===== src/rtl/pwm_meas_pkg.sv =====
// Shared types and defaults for the PWM measurement block.
package pwm_meas_pkg;

    typedef enum logic [1:0] {
        IDLE = 2'd0,
        HIGH = 2'd1,
        LOW  = 2'd2
    } meas_state_t;

    localparam int MEAS_W_DEF   = 16;
    localparam int FILT_LEN_DEF = 3;

endpackage


===== src/rtl/pwm_meas_if.sv =====
// Bus between the PWM measurement block and its user: input waveform, clear and results.
interface pwm_meas_if #(
    parameter int W = pwm_meas_pkg::MEAS_W_DEF
) ();

    logic         pwm_in;
    logic         clr;
    logic [W-1:0] high_time;
    logic [W-1:0] period;
    logic         valid;
    logic         timeout;
    logic         level;

    modport master (
        output pwm_in, clr,
        input  high_time, period, valid, timeout, level
    );

    modport slave (
        input  pwm_in, clr,
        output high_time, period, valid, timeout, level
    );

endinterface


===== src/rtl/pwm_sync_edge.sv =====
// Synchronizes the raw PWM input, optionally glitch-filters it (PWM_MEAS_FILT_EN), and
// produces single-cycle rise/fall strobes plus the settled level.
module pwm_sync_edge
    import pwm_meas_pkg::*;
#(
    parameter int FILT_LEN = FILT_LEN_DEF
) (
    input  logic clk,
    input  logic rst_n,
    input  logic pwm_in,
    output logic rise,
    output logic fall,
    output logic level
);

    if (FILT_LEN < 1) begin : g_bad_filt
        $error("pwm_sync_edge: FILT_LEN must be at least 1");
    end

    logic [1:0] sync;
    logic       s;
    logic       d;

    always_ff @(posedge clk or negedge rst_n) begin
        if (!rst_n) sync <= '0;
        else        sync <= {sync[0], pwm_in};
    end

`ifdef PWM_MEAS_FILT_EN
    localparam int CW = $clog2(FILT_LEN + 1);

    logic [CW-1:0] run;
    logic          filt;

    // The filtered level only follows once the raw level has disagreed for FILT_LEN cycles.
    always_ff @(posedge clk or negedge rst_n) begin
        if (!rst_n) begin
            filt <= 1'b0;
            run  <= '0;
        end else if (sync[1] == filt) begin
            run <= '0;
        end else if (run == CW'(FILT_LEN - 1)) begin
            filt <= sync[1];
            run  <= '0;
        end else begin
            run <= run + 1'b1;
        end
    end

    assign s = filt;
`else
    assign s = sync[1];
`endif

    always_ff @(posedge clk or negedge rst_n) begin
        if (!rst_n) d <= 1'b0;
        else        d <= s;
    end

    assign rise  = s & ~d;
    assign fall  = ~s & d;
    assign level = s;

endmodule


===== src/rtl/pwm_meas.sv =====
// Measures high time and period of a PWM input, publishing both once per period.
// Optional glitch filter on the input path is enabled with PWM_MEAS_FILT_EN.
module pwm_meas
    import pwm_meas_pkg::*;
#(
    parameter int W        = MEAS_W_DEF,
    parameter int FILT_LEN = FILT_LEN_DEF
) (
    input  logic       clk,
    input  logic       rst_n,
    pwm_meas_if.slave  bus
);

    if (W < 2) begin : g_bad_w
        $error("pwm_meas: W must be at least 2");
    end

    localparam logic [W-1:0] CNT_MAX = '1;
    localparam logic [W-1:0] ONE     = W'(1);

    logic         rise;
    logic         fall;
    logic         level;

    meas_state_t  state, state_nx;
    logic [W-1:0] cnt_hi, hi_nx;
    logic [W-1:0] cnt_per, per_nx;
    logic [W-1:0] high_time_q, ht_nx;
    logic [W-1:0] period_q, prd_nx;
    logic         valid_q, valid_nx;
    logic         timeout_q, to_nx;

    pwm_sync_edge #(.FILT_LEN(FILT_LEN)) u_sync (
        .clk    (clk),
        .rst_n  (rst_n),
        .pwm_in (bus.pwm_in),
        .rise   (rise),
        .fall   (fall),
        .level  (level)
    );

    always_ff @(posedge clk or negedge rst_n) begin
        if (!rst_n) begin
            state       <= IDLE;
            cnt_hi      <= '0;
            cnt_per     <= '0;
            high_time_q <= '0;
            period_q    <= '0;
            valid_q     <= 1'b0;
            timeout_q   <= 1'b0;
        end else begin
            state       <= state_nx;
            cnt_hi      <= hi_nx;
            cnt_per     <= per_nx;
            high_time_q <= ht_nx;
            period_q    <= prd_nx;
            valid_q     <= valid_nx;
            timeout_q   <= to_nx;
        end
    end

    // A saturated period counter aborts the measurement before any counter can wrap.
    always_comb begin
        state_nx = state;
        hi_nx    = cnt_hi;
        per_nx   = cnt_per;
        ht_nx    = high_time_q;
        prd_nx   = period_q;
        valid_nx = 1'b0;
        to_nx    = timeout_q;
        if (bus.clr) begin
            state_nx = IDLE;
            hi_nx    = '0;
            per_nx   = '0;
            ht_nx    = '0;
            prd_nx   = '0;
            to_nx    = 1'b0;
        end else begin
            case (state)
                IDLE: begin
                    if (rise) begin
                        hi_nx    = ONE;
                        per_nx   = ONE;
                        state_nx = HIGH;
                    end
                end
                HIGH: begin
                    if (cnt_per == CNT_MAX) begin
                        to_nx    = 1'b1;
                        state_nx = IDLE;
                        hi_nx    = '0;
                        per_nx   = '0;
                    end else begin
                        per_nx = cnt_per + ONE;
                        if (level) hi_nx = cnt_hi + ONE;
                        if (fall)  state_nx = LOW;
                    end
                end
                LOW: begin
                    if (cnt_per == CNT_MAX) begin
                        to_nx    = 1'b1;
                        state_nx = IDLE;
                        hi_nx    = '0;
                        per_nx   = '0;
                    end else if (rise) begin
                        ht_nx    = cnt_hi;
                        prd_nx   = cnt_per;
                        valid_nx = 1'b1;
                        hi_nx    = ONE;
                        per_nx   = ONE;
                        state_nx = HIGH;
                    end else begin
                        per_nx = cnt_per + ONE;
                    end
                end
                default: begin
                    state_nx = IDLE;
                    hi_nx    = '0;
                    per_nx   = '0;
                end
            endcase
        end
    end

    assign bus.high_time = high_time_q;
    assign bus.period    = period_q;
    assign bus.valid     = valid_q;
    assign bus.timeout   = timeout_q;
    assign bus.level     = level;

endmodule


===== src/flat_wrapper.sv =====
// flat-port wrapper written by rule: the top's interface ports become plain ports
module pwm_meas_flat import pwm_meas_pkg::*;
#(
    parameter int W        = MEAS_W_DEF,
    parameter int FILT_LEN = FILT_LEN_DEF
)
  (clk, rst_n, bus_pwm_in, bus_clr, bus_high_time, bus_period, bus_valid, bus_timeout, bus_level);
  pwm_meas_if #(.W(W)) bus_i ();
  input  logic clk;
  input  logic rst_n;
  input wire logic [$bits(bus_i.pwm_in)-1:0] bus_pwm_in;
  input wire logic [$bits(bus_i.clr)-1:0] bus_clr;
  output wire logic [$bits(bus_i.high_time)-1:0] bus_high_time;
  output wire logic [$bits(bus_i.period)-1:0] bus_period;
  output wire logic [$bits(bus_i.valid)-1:0] bus_valid;
  output wire logic [$bits(bus_i.timeout)-1:0] bus_timeout;
  output wire logic [$bits(bus_i.level)-1:0] bus_level;
  assign bus_i.pwm_in = bus_pwm_in;
  assign bus_i.clr = bus_clr;
  assign bus_high_time = bus_i.high_time;
  assign bus_period = bus_i.period;
  assign bus_valid = bus_i.valid;
  assign bus_timeout = bus_i.timeout;
  assign bus_level = bus_i.level;
  pwm_meas #(.W(W), .FILT_LEN(FILT_LEN)) u_core (.clk(clk), .rst_n(rst_n), .bus(bus_i));
endmodule

===== config.mk =====
export PLATFORM = sky130hd
export DESIGN_NAME = pwm_meas_flat
export DESIGN_NICKNAME = d
export VERILOG_FILES = /design/src/rtl/pwm_meas_pkg.sv /design/src/rtl/pwm_meas_if.sv /design/src/rtl/pwm_sync_edge.sv /design/src/rtl/pwm_meas.sv /design/src/flat_wrapper.sv
export SDC_FILE = /design/constraint.sdc
export NUM_CORES = 1
export LEC_CHECK = 0
export ABC_CLOCK_PERIOD_IN_PS = 6200
export CORE_ASPECT_RATIO = 0.9
export CORE_UTILIZATION = 35
export CTS_CLUSTER_DIAMETER = 30
export DETAILED_ROUTE_END_ITERATION = 8
export PLACE_DENSITY = 0.59
export SYNTH_ARGS = -nofsm -noshare
export SYNTH_HDL_FRONTEND = slang
export SYNTH_SLANG_ARGS = --single-unit

===== constraint.sdc =====
create_clock -name clk -period 6.2 [get_ports clk]
set_input_delay 1.24 -clock clk [delete_from_list [all_inputs] [get_ports clk]]
set_output_delay 1.24 -clock clk [all_outputs]
set_load 0.1 [all_outputs]

==> metrics.cfg <==
[critical_path]
slowest_stage=clkdlybuf4s50_1
slowest_delay_ns=0.83
r2r_cells=7
startpoint_type=primary input
crit_path_end_kind=flop
critical_path.cell_chain=clkdlybuf4s50_1 -> or2_1 -> a211oi_2 -> o21ai_0 -> a211oi_1
cp.arrival_ns=3.87
required_ns=6.43
r2r_end=u_core.bus.period[0]
rrSetupSlack_ns=3.51
crit_type=primary input to flop
worstReg2RegStart=u_core.cnt_per[0]
worstPathMaxFanout=19

[pwr]
power_density_nw_per_um2=241
max-vdd-ir-drop_v=0.0000987
p_leak_nw=1.77
fin_total_pwr_w=0.00104

[floorplanning]
ios=39
start_util_pct=36.5
die_y_um=97.9
dieArea_um2=10600
fp-row-count=34
coreArea_um2=9780
die_x_um=109

[timing]
finalSetupViolations=0
skew_ns=0.00646
hold_viol_final=0
whs_ns=0.347
setup_tns_ns=0
fmax_ghz=0.275
period_share_pct=58.7
period_minus_slack_ns=3.64
max_slew_margin_pct=25.8
rsz0062_at_grt=false
final_max_slew_viol_count=0
max_slew.worst_pin.slew_ns=1.11

[logic_synthesis]
synthDistinctLibCells=57
async_flop_share_pct=100
synth-seq-cells=71
synth_fp_nets=352
seq_area_frac_synth_pct=49.7
synth_top_cell_area_share_pct=49.7
synthAdderAreaFrac_pct=2.10
ys_dominant_reg_cell=dfrtp_1
synth_top_family_by_area=compound AO/OA/AOI/OAI gates
synth-compound-area-share_pct=25.4
syn_area_um2=3570
synthSimpleGateAreaFrac_pct=16.7
yosys_warnings=0
synth_edf_count=0
synthMuxAreaShare_pct=1.12
syn_avg_cell_area_um2=10.5
synth_top_area_cell=dfrtp_1
synth_area_leaders=dfrtp_1, a22o_1, a21oi_1
synth_xor_area_share_pct=0
synth_cells=342

[hold_path]
min-delay-start=u_core.u_sync.sync[0]
min_path_cells=0
holdCritPathClass=flop to flop
hold_end=u_core.u_sync.sync[1]

[clock_network]
numCtsBuffers=9
cts_tree=built
clkSlewWorstSetupHoldPaths_ns=0.06
cts_resized=0
post_cts_buffers=0
root_buffer=clkbuf_16
postCtsHoldBufs=0
cts_buffer_depth=2
clock_latency_ns=0.33
h-tree-depth=3
clkSinkCount=71

[run]
maxCapViolCount=0

[grt]
gr-usage-all-layers_pct=16.9
antenna_found_initial=0
grt_max_degree=72
grt_pass1_vias=2691
overflow=0
grt_pass1_wl_um=14000

[placed_design]
placed_cell_area_um2=4020
dpl.hpwl_um=5550
portBuffers=38
gp_congestion=0.832

[finish]
final_net_count=383
drive_gt1_share_pct=8.73
final_core_util_pct=43.9
fillers=940
diodes=0
design_area_um2=4290
area_delta_synth_final_pct=20.1

[drt]
antenna_left=0
first_pass_iters=7
via_count=2850
wl_per_cell_um=16.5
post-route-drc-count=0
wirelength_um=8310
drt_iter0_drc=238
post_drt_via_cell_ratio=5.65

[outcome]
status=finished, final reports clean

state kept, by name, summed over array words and instances, names as in the netlist:
name                  flops
u_core.u_sync.d           1
u_core.bus.high_time     16
u_core.cnt_per           16
u_core.bus.timeout        1
u_core.cnt_hi            16
u_core.state              2
u_core.bus.period        16
u_core.u_sync.sync        2
u_core.bus.valid          1
stage by stage:
stage	cells	setup WS, ns
detailed placement	488	2.21
CTS	504	2.57
global route	504	2.39
finish	504	2.56
global placement	488	2.34
floorplan	342	3.50
cell usage in the layout, fill, tap and decap left out, types with 3 or more instances in the layout:
cell type	Yosys	routed
dfrtp_1	71	71
a22o_1	37	37
clkdlybuf4s50_1	0	37
nand2_1	28	28
a21oi_1	24	24
nand3_1	17	17
inv_1	14	14
nor2_1	15	14
nand4_1	9	9
o21ai_0	9	9
clkbuf_16	0	9
a211oi_1	7	7
a31oi_1	7	7
ha_1	6	6
and4_1	5	5
and3_1	5	5
o211ai_1	5	5
nor3_1	5	5
mux2i_1	4	4
or3_1	3	3
nand2b_1	3	3
a41oi_1	3	3
a21o_1	3	3
buf_4	1	3
area by class of cell:
class,instances,area (µm²),area share (%)
clock buffer,13,260,6.06
clock inverter,3,17.5,0.408
inverter,14,52.6,1.22
multi-input combinational,236,1630,38.0
sequential,71,1780,41.4
tap,126,158,3.67
timing repair buffer,41,398,9.27
synth_stat cells, types with 2 or more instances:
master      n
and4_1      5
mux2i_1     4
nand3_1    17
a22o_1     37
buf_6       4
or3_1       3
nor3_1      5
o21ai_0     9
nor4_1      2
nand4_1     9
a2bb2oi_1   2
nor3_2      2
ha_1        6
inv_1      14
a31oi_1     7
clkbuf_1    7
dfrtp_1    71
nor2_1     15
a211oi_1    7
a211oi_2    2
nand2b_1    3
and2_1      2
a41oi_1     3
a21o_1      3
o211ai_1    5
and3_1      5
a32o_1      2
buf_2       9
nor2b_1     2
o21ai_1     2
a21oi_1    24
nand2_1    28
o32ai_1     2
report_power, final:
part | switching (W) | leakage [nW] | internal [W] | total [W]
logic | 0.0000605 | 0.655 | 0.0000237 | 0.0000842
clock network | 0.000186 | 0.136 | 0.000291 | 0.000478
registers | 0.00000591 | 0.983 | 0.000468 | 0.000474
total | 0.000253 | 1.77 | 0.000783 | 0.00104
per-layer routing:
layer,share of wire [%],global-route usage (%),routed length [µm]
met5,0,0,0
met4,1.5,6.96,127
met3,4.7,2.60,388
met2,42,23.2,3510
met1,52,26.0,4280
how the worst max path moves through the flow:
stage / cells after the start / from / slack, ns / endpoint
after floorplan: 7 / bus_clr / 3.50 / u_core.cnt_per[10]
after global placement: 5 / bus_clr / 2.34 / u_core.cnt_per[15]
after detailed placement: 5 / bus_clr / 2.21 / u_core.cnt_per[15]
after CTS: 5 / bus_clr / 2.57 / u_core.cnt_per[8]
after global routing: 5 / bus_clr / 2.39 / u_core.cnt_per[8]
final: 5 / bus_clr / 2.56 / u_core.cnt_hi[7]
kinds of logic after synthesis:
kind of cell / Yosys count
simple gates: 108
buf+inv: 35
compound gates: 118
fa+ha+maj: 6
mux: 4
flops: 71
critical path: cells and delay by family:
family | cells | cell delay, ns
AND/OR/NAND/NOR | 1 | 0.54
AO/OA/AOI/OAI | 3 | 1.25
buffers and inverters | 1 | 0.83
Note: power is estimated with default switching activity, not from simulation.
